File: src/rtl/shift_ctrl.sv
// shift_ctrl: sequencing front end for the external combinational barrel shifter.
// Accepts a shift request, drives the shifter controls, holds them for SETTLE
// cycles, then captures the shifter output into a response register. Opcode 11 and
// amounts of 32 or more (when not masked) are resolved here rather than in
// the shifter.
module shift_ctrl #(
  // Cycles the shifter inputs are held before the result is captured (1..15).
  parameter int unsigned SETTLE      = 1,
  // 1: amount taken modulo 32; 0: amounts >= 32 saturate.
  parameter bit          MASK_AMOUNT = 1'b1
) (
  input  logic        clk,
  input  logic        rst_n,
  // request channel
  input  logic        req_valid_i,
  output logic        req_ready_o,
  input  logic [1:0]  req_op_i,
  input  logic [31:0] req_data_i,
  input  logic [7:0]  req_amt_i,
  // shifter controls and result
  output logic [31:0] sh_in_o,
  output logic [4:0]  sh_shft_o,
  output logic        sh_left_o,
  output logic        sh_arith_o,
  input  logic [31:0] sh_out_i,
  // response channel
  output logic        resp_valid_o,
  input  logic        resp_ready_i,
  output logic [31:0] resp_data_o,
  output logic        resp_err_o
);

  typedef enum logic [1:0] {
    ST_IDLE = 2'd0,
    ST_WAIT = 2'd1,
    ST_DONE = 2'd2
  } state_t;

  localparam logic [1:0] OP_SLL = 2'b00;
  localparam logic [1:0] OP_SRA = 2'b10;
  localparam logic [1:0] OP_ILL = 2'b11;

  // Counter reload value: the result is captured SETTLE edges after the accept.
  localparam logic [3:0] CNT_LOAD = 4'(SETTLE - 1);

  state_t      state_q, state_d;
  logic [3:0]  cnt_q, cnt_d;
  logic [31:0] sh_in_q, sh_in_d;
  logic [4:0]  sh_shft_q, sh_shft_d;
  logic        sh_left_q, sh_left_d;
  logic        sh_arith_q, sh_arith_d;
  logic        over_q, over_d;
  logic        illegal_q, illegal_d;
  logic        resp_valid_q, resp_valid_d;
  logic [31:0] resp_data_q, resp_data_d;
  logic        resp_err_q, resp_err_d;

  logic        req_ready;
  logic        accept;
  logic [31:0] capture_data;
  logic        capture_err;

  // Golden result from the latched operands, used only by the self-checks below.
  function automatic logic [31:0] model_result(
    input logic [31:0] value,
    input logic [4:0]  amt,
    input logic        left,
    input logic        arith,
    input logic        over,
    input logic        illegal
  );
    logic [31:0] r;
    if (illegal) begin
      r = '0;
    end else if (over) begin
      r = arith ? {32{value[31]}} : '0;
    end else if (left) begin
      r = value << amt;
    end else if (arith) begin
      r = 32'($signed(value) >>> amt);
    end else begin
      r = value >> amt;
    end
    return r;
  endfunction

  // A new request can be taken when idle, or when the pending response retires this edge.
  always_comb begin
    req_ready = 1'b0;
    if (rst_n) begin
      req_ready = (state_q == ST_IDLE) ||
                  ((state_q == ST_DONE) && resp_ready_i);
    end
  end

  assign accept = req_valid_i && req_ready;

  // Result selection at capture time: illegal ops and saturated amounts bypass the shifter.
  always_comb begin
    capture_data = sh_out_i;
    capture_err  = 1'b0;
    if (illegal_q) begin
      capture_data = '0;
      capture_err  = 1'b1;
    end else if (over_q) begin
      capture_data = sh_arith_q ? {32{sh_in_q[31]}} : '0;
    end
  end

  // Next-state logic: accept loads the shifter controls, WAIT counts down, DONE holds the response.
  always_comb begin
    state_d      = state_q;
    cnt_d        = cnt_q;
    sh_in_d      = sh_in_q;
    sh_shft_d    = sh_shft_q;
    sh_left_d    = sh_left_q;
    sh_arith_d   = sh_arith_q;
    over_d       = over_q;
    illegal_d    = illegal_q;
    resp_valid_d = resp_valid_q;
    resp_data_d  = resp_data_q;
    resp_err_d   = resp_err_q;

    case (state_q)
      ST_WAIT: begin
        if (cnt_q == 4'd0) begin
          state_d      = ST_DONE;
          resp_valid_d = 1'b1;
          resp_data_d  = capture_data;
          resp_err_d   = capture_err;
        end else begin
          cnt_d = cnt_q - 4'd1;
        end
      end
      ST_DONE: begin
        if (resp_ready_i) begin
          resp_valid_d = 1'b0;
          state_d      = ST_IDLE;
        end
      end
      default: begin
        state_d = ST_IDLE;
      end
    endcase

    // Accept is only possible from IDLE or a retiring DONE, so it overrides the above.
    if (accept) begin
      sh_in_d    = req_data_i;
      sh_shft_d  = req_amt_i[4:0];
      sh_left_d  = (req_op_i == OP_SLL);
      sh_arith_d = (req_op_i == OP_SRA);
      over_d     = !MASK_AMOUNT && (req_amt_i[7:5] != 3'b000);
      illegal_d  = (req_op_i == OP_ILL);
      cnt_d      = CNT_LOAD;
      state_d    = ST_WAIT;
    end
  end

  // State and datapath registers, cleared asynchronously.
  always_ff @(posedge clk or negedge rst_n) begin
    if (!rst_n) begin
      state_q      <= ST_IDLE;
      cnt_q        <= '0;
      sh_in_q      <= '0;
      sh_shft_q    <= '0;
      sh_left_q    <= 1'b0;
      sh_arith_q   <= 1'b0;
      over_q       <= 1'b0;
      illegal_q    <= 1'b0;
      resp_valid_q <= 1'b0;
      resp_data_q  <= '0;
      resp_err_q   <= 1'b0;
    end else begin
      state_q      <= state_d;
      cnt_q        <= cnt_d;
      sh_in_q      <= sh_in_d;
      sh_shft_q    <= sh_shft_d;
      sh_left_q    <= sh_left_d;
      sh_arith_q   <= sh_arith_d;
      over_q       <= over_d;
      illegal_q    <= illegal_d;
      resp_valid_q <= resp_valid_d;
      resp_data_q  <= resp_data_d;
      resp_err_q   <= resp_err_d;
    end
  end

  // Invariant checks evaluated on every edge outside reset (ignored by synthesis).
  always_ff @(posedge clk) begin
    if (rst_n) begin
      // Left and arithmetic are mutually exclusive shifter modes.
      assert (!(sh_left_q && sh_arith_q));
      // Shifter controls only move on an accept edge.
      if (!accept) begin
        assert (sh_in_d == sh_in_q);
        assert (sh_shft_d == sh_shft_q);
        assert (sh_left_d == sh_left_q);
        assert (sh_arith_d == sh_arith_q);
      end
      // A pending response survives backpressure unchanged.
      if (resp_valid_q && !resp_ready_i) begin
        assert (resp_valid_d);
        assert (resp_data_d == resp_data_q);
        assert (resp_err_d == resp_err_q);
      end
      // Captured result matches the arithmetic definition of the operation.
      if ((state_q == ST_WAIT) && (cnt_q == 4'd0)) begin
        assert (resp_data_d == model_result(sh_in_q, sh_shft_q, sh_left_q,
                                            sh_arith_q, over_q, illegal_q));
        assert (resp_err_d == illegal_q);
      end
    end
  end

  assign req_ready_o  = req_ready;
  assign sh_in_o      = sh_in_q;
  assign sh_shft_o    = sh_shft_q;
  assign sh_left_o    = sh_left_q;
  assign sh_arith_o   = sh_arith_q;
  assign resp_valid_o = resp_valid_q;
  assign resp_data_o  = resp_data_q;
  assign resp_err_o   = resp_err_q;

endmodule

File: config.mk
export PLATFORM = sky130hd
export DESIGN_NAME = shift_ctrl
export DESIGN_NICKNAME = d
export VERILOG_FILES = /design/src/rtl/shift_ctrl.sv
export SDC_FILE = /design/constraint.sdc
export NUM_CORES = 1
export LEC_CHECK = 0
export ABC_AREA = 1
export BUFFER_PORTS_ARGS = -buffer_cell sky130_fd_sc_hd__buf_2
export CAP_MARGIN = 40
export CORE_UTILIZATION = 46
export DETAILED_ROUTE_END_ITERATION = 10
export PLACE_DENSITY_LB_ADDON = 0.25
export RECOVER_POWER = 100
export SYNTH_ARGS = -nofsm -noshare
export SYNTH_HDL_FRONTEND = slang
export SYNTH_SLANG_ARGS = --single-unit
File: constraint.sdc
create_clock -name clk -period 1.8 [get_ports clk]
set_input_delay 0.09 -clock clk [delete_from_list [all_inputs] [get_ports clk]]
set_output_delay 0.09 -clock clk [all_outputs]
set_load 0.01 [all_outputs]
==> impl_metrics.yaml, run 1 <==
grt:
  busiest_layer: "met2"
  use_met1: 0.298
  grt_usage: 0.255
  use_met2: 0.436
  grt_max_degree: 48
  antenna_found_initial: 0
  grt-ovfl-total: 0
  met3_usage: 0.0652
  grt_pass1_wl_um: 14300
  grt_pass1_vias: 3216
placed_design:
  port_buffers: 148
  placed_area_um2: 3970
  hpwl_um: 5050
  place.gp.congestion: 0.748
critical_path:
  slowest_stage: "nor2_4"
  crit_path_cell_trace: "inv_1, ha_1, nand3_4, nor2_4, nand2_1, nand2_1"
  worst-path-buf-inv: 1
  crit_cells: 6
  worstSetupStartpointType: "flip-flop"
  critical_path_class: "reg2reg"
  crit_path_max_fanout: 16
  reg2regPathDepth: 6
  cpMostUsedCell: "nand2_1"
  worstSetupEndpointType: "flip-flop"
  worst_path_largest_cell_delay_ns: 0.42
  crit_family: "simple AND/OR/NAND/NOR gates"
  worstPathRequired_ns: 2.08
  crit_arrival_ns: 1.94
floorplan:
  coreArea_um2: 6490
  die_w_um: 85.0
  start_util: 0.487
  io-pin-count: 152
  rows: 29
  die-area_um2: 7220
  fp.dieH_um: 85.0
drt:
  viasPerCell: 4.67
  postRouteAntennaNets: 0
  wire_per_inst_um: 13.7
  num_vias: 3090
  drt-total-wl_um: 9030
  drc: 13
  drt_iter0_drc: 134
  firstDrtPassIters: 8
synthesis:
  yosysTopAreaCell: "dfrtp_1"
  synth_cells: 356
  yosys_warnings: 0
  ys_ff_latch: 80
  yosysUniqueCellTypes: 20
  synthTopCellsByArea: "dfrtp_1 (63%), nand2_1 (27%), buf_6 (2.1%)"
  ys_seq_area_frac: 0.632
  synth_top_area_frac: 0.632
  synth_nets: 436
  syn_avg_cell_area_um2: 8.89
  syn-cell-area_um2: 3170
clock_tree:
  cts.htree.levels: 3
  clk_latency_ns: 0.34
  cts_root_buffer: "clkbuf_8"
  cts_buffers: 9
  path_clk_slew_ns: 0.08
  cts-resized-gates: 0
  cts_sinks: 80
  tritoncts: "yes"
  post-cts-setup-buffers: 0
  clk_path_buf_depth: 2
timing:
  setup_violations: 0
  rsz0062_at_grt: "no"
  tightest_slew_ns: 1.14
  max_slew_margin: 0.242
  finalHoldViolations: 0
  period_minus_slack_ns: 1.67
  skew_ns: 0.00709
  max_freq_ghz: 0.601
  finalCritPeriodShare: 0.925
  fin_tns_setup_ns: 0
  drv_slew: 0
layout:
  antenna_cells: 0
  nNetsFinal: 660
  final_cell_area_um2: 4770
  drive_gt1_frac: 0.170
  area_delta_synth_final_pct: 50.8
  utilization: 0.735
pwr:
  peakVddDrop_mv: 0.734
  power_density_nw_per_um2: 1510
  p_leak_nw: 2.56
run_status:
  violations: "design-rule violations"
  status: "finished with violations"
job:
  maxCapViolations: 0
worst_hold_path:
  holdPathStages: 4
  hold_class: "in2reg"
tightest hold or removal path: stages:
cell and delay (ns):
buf_2 0.10, nor2_1 0.04, nand2_1 0.05, nand2_1 0.04
synth_stat cells:
master / n
xor2_1: 1
nand3_4: 1
nand3_2: 1
buf_2: 3
clkbuf_1: 5
ha_1: 2
inv_1: 12
and2_1: 1
nand4_1: 1
o22ai_1: 1
inv_2: 1
nand3_1: 2
o21ai_0: 5
dfrtp_1: 80
buf_6: 6
nor2_1: 3
nor2_8: 1
a21oi_1: 1
nor2_2: 1
nand2_1: 228
final timing paths:
check                            startpoint               to  slack [ns]
worst max-delay path               cnt_q[0]  resp_data_o[24]        0.13
max in group asynchronous             rst_n     sh_shft_o[0]        0.41
worst min-delay path            req_op_i[0]        sh_left_o        0.02
min in group asynchronous             rst_n  resp_data_o[25]        0.55
worst min register to register  sh_in_o[19]      sh_in_o[19]        0.48
worst max register to register     cnt_q[0]  resp_data_o[24]        0.13
metrics by stage:
step / hold WS, ns / power [mW] / setup WS, ns / instances
6_report: 0.0186 / 7.21 / 0.135 / 661
5_1_grt: 0.0324 / 7.75 / 0.0281 / 661
4_1_cts: 0.00222 / 7.37 / 0.156 / 660
3_5_place_dp: 0.154 / 5.88 / 0.171 / 574
3_3_place_gp: 0.147 / 5.76 / 0.231 / 574
2_1_floorplan: -0.206 / 4.70 / 0.531 / 356
registers in the layout, indices dropped and copies added, names as in the netlist:
name / cells
cnt_q: 4
illegal_q: 1
resp_data_o: 32
resp_err_o: 1
resp_valid_o: 1
sh_arith_o: 1
sh_in_o: 32
sh_left_o: 1
sh_shft_o: 5
state_q: 2
report_power, final:
| part | switching (mW) | total, mW | internal, mW |
|---|---|---|---|
| Combinational | 1.73 | 2.73 | 1.00 |
| Sequential | 0.498 | 3.13 | 2.64 |
| Clock | 0.599 | 1.34 | 0.743 |
| Total | 2.83 | 7.21 | 4.38 |
cell families after synthesis:
logic type | after synthesis | share of synthesized area
DFF | 80 | 0.632
and+or+nand+nor | 239 | 0.298
adders and majority gates | 2 | 0.00790
buffers and inverters | 27 | 0.0474
AOI/OAI and AO/OA | 7 | 0.0115
xor gates and xnor gates | 1 | 0.00277
metal layers:
layer  part of all wire  wire [um]
met1               0.41       3740
met2               0.49       4420
met3              0.073        663
met4              0.024        213
met5                  0          0
cells in the final DEF, fill, tap and decap left out, types with 2 or more instances in the layout:
cell           netlist  final
ha_1                 2      2
dlygate4sd3_1        0     71
clkinv_2             0      2
buf_4                0      3
buf_2                3     73
nor2_1               3      3
clkbuf_8             0     12
inv_1               12     12
clkbuf_2             0      3
nand3_1              2      3
nand2_1            228    228
clkbuf_1             5     75
dfrtp_1             80     80
o21ai_0              5      5
area by class of cell:
type,count,area [um^2]
sequential,80,2000
fill,511,1720
timing repair buffer,226,1400
multi-input combinational,250,1020
clock buffer,12,165
tap,77,96.3
inverter,13,48.8
clock inverter,3,40.0
what timing repair did:
item	4_1_cts	5_1_grt
hold buffers	71	0
setup endpoints to repair	0	2
hold endpoints to repair	150	0
Note: power is estimated with default switching activity, not from simulation.
==> run 2, diff against run 1 <==
--- a/config.mk
+++ b/config.mk
@@ -8,9 +8,10 @@
 export ABC_AREA = 1
 export BUFFER_PORTS_ARGS = -buffer_cell sky130_fd_sc_hd__buf_2
 export CAP_MARGIN = 40
+export CORE_MARGIN = 2
 export CORE_UTILIZATION = 46
 export DETAILED_ROUTE_END_ITERATION = 10
-export PLACE_DENSITY_LB_ADDON = 0.25
+export PLACE_DENSITY = 0.84
 export RECOVER_POWER = 100
 export SYNTH_ARGS = -nofsm -noshare
 export SYNTH_HDL_FRONTEND = slang
==> run 2 against run 1 <==
Net effect: the run now ends clean; power rose by 4.2%; setup slack better by 0.14 ns; first-iteration DRC count is 6.0% lower.
==> impl_metrics.yaml, run 2 (synthesized netlist as in run 1, its figures left out) <==
run_status:
  status: "complete, no violations"
pwr:
  switching_share: 0.384
  p_int_mw: 4.63
  sequentialPowerShare: 0.420
  power_frac_comb: 0.364
  p_clk_frac: 0.216
  p_leak_nw: 2.59
  power_density_nw_per_um2: 1560
  power.switching_mw: 2.88
  peakVddDrop_mv: 0.772
grt:
  grt_pass1_wl_um: 14200
  antenna_found_initial: 0
  grt_pass1_vias: 3127
  grt_usage: 0.241
  grt_max_degree: 42
  grt-ovfl-total: 0
clock_tree:
  tritoncts: "yes"
  clk_latency_ns: 0.35
  cts-hold-fix-buffers: 71
  cts-resized-gates: 0
  cts_root_buffer: "clkbuf_8"
  cts_sinks: 80
  post-cts-setup-buffers: 0
  cts_buffers: 9
  cts.htree.levels: 3
  path_clk_slew_ns: 0.08
  clk_path_buf_depth: 2
worst_hold_path:
  hold_class: "in2reg"
  whs_endpoint: "sh_left_o"
  min_from: "req_op_i[0]"
  holdPathStages: 4
critical_path:
  critical_path_class: "reg2reg"
  crit_arrival_ns: 1.80
  crit_path_max_fanout: 33
  worstPathRequired_ns: 2.08
  r2r_end: "resp_data_o[22]"
  r2r_start: "cnt_q[0]"
  reg2regPathDepth: 6
  worstSetupStartpointType: "flip-flop"
  worstSetupEndpointType: "flip-flop"
  r2r_setup_slack_ns: 0.27
drt:
  firstDrtPassIters: 5
  num_vias: 3135
  drc: 0
  wire_per_inst_um: 13.7
  drt_iter0_drc: 126
  drt-total-wl_um: 9070
  viasPerCell: 4.73
  postRouteAntennaNets: 0
floorplan:
  io-pin-count: 152
  coreArea_um2: 6720
  rows: 30
  die-area_um2: 7560
  start_util: 0.471
  die_w_um: 87.0
  fp.dieH_um: 87.0
layout:
  nNetsFinal: 658
  final_cell_mix: "nand2_1 (228), dfrtp_1 (80), clkbuf_1 (75), buf_2 (72), dlygate4sd3_1 (71)"
  antenna_cells: 0
  area_delta_synth_final_pct: 52.6
  final_common_cell: "nand2_1"
  drive_gt1_frac: 0.168
timing:
  fin_ws_ns: 0.275
  finalHoldViolations: 0
  max_freq_ghz: 0.656
  drv_slew: 0
  max_slew_margin: 0.364
  period_minus_slack_ns: 1.53
  tightest_slew_ns: 0.954
  fin_tns_setup_ns: 0
  rsz0062_at_grt: "no"
  setup_violations: 0
  finalCritPeriodShare: 0.847
  skew_ns: 0.00690
placed_design:
  hpwl_um: 5270
  place.gp.congestion: 0.777
  place_ws_ns: 0.308
  port_buffers: 148
job:
  maxCapViolations: 0
==> run 2: cell count changes in the layout (fill, tap and decap cells not counted), sizes merged <==
cell,delta
clkinvlp,+1
nor2,-1
clkbuf,-2
bufinv,+2
clkinv,-2
inv,+1
==> run 2: worst max-delay path by stage <==
stage	endpoint	from	slack [ns]
global placement	resp_data_o[2]	cnt_q[0]	0.38
CTS	resp_data_o[20]	cnt_q[0]	0.29
finish	resp_data_o[22]	cnt_q[0]	0.27
global route	sh_in_o[28]	rst_n	0.09
detailed placement	resp_data_o[20]	cnt_q[0]	0.31
floorplan	resp_data_o[10]	cnt_q[0]	0.53
==> run 2: stage by stage <==
step	cells	power [mW]	hold WS (ns)	instance area [um^2]	util
after global routing	663	8.03	0.0192	4830	0.719
after global placement	575	5.74	0.282	3960	0.589
after floorplan	356	4.70	-0.206	3170	-
after CTS	663	7.66	0.00710	4940	0.736
final	663	7.51	0.0153	4830	0.719
after detailed placement	576	5.90	0.194	3980	0.592
==> run 2: layer usage <==
layer / up-vias / GRT usage / wire (um)
met4: 0 / 0.0838 / 168
met2: 147 / 0.415 / 4420
met1: 1459 / 0.290 / 3710
met3: 18 / 0.0701 / 766
li1: 1511 / - / -
met5: - / 0 / 0
==> run 2: power by group through the flow <==
stage | logic (mW) | clock network, mW | registers, mW
global placement | 2.67 | 0 | 3.07
global route | 3.08 | 1.74 | 3.22
finish | 2.74 | 1.62 | 3.16
detailed placement | 2.80 | 0 | 3.10
CTS | 2.92 | 1.66 | 3.08
floorplan | 1.24 | 0 | 3.46
==> run 2: cell type report <==
type	count	area, um^2
inverter	13	48.8
timing repair buffer	225	1420
clock buffer	11	151
multi-input combinational	249	1010
tap	80	100
sequential	80	2000
clock inverter	5	103
fill	498	1890
==> run 2: critical path, stage by stage (launching register included) <==
cell and delay (ns):
dfrtp_1 0.37, inv_1 0.15, ha_1 0.24, nand3_4 0.12, nor2_8 0.36, nand2_1 0.12
nand2_1 0.10
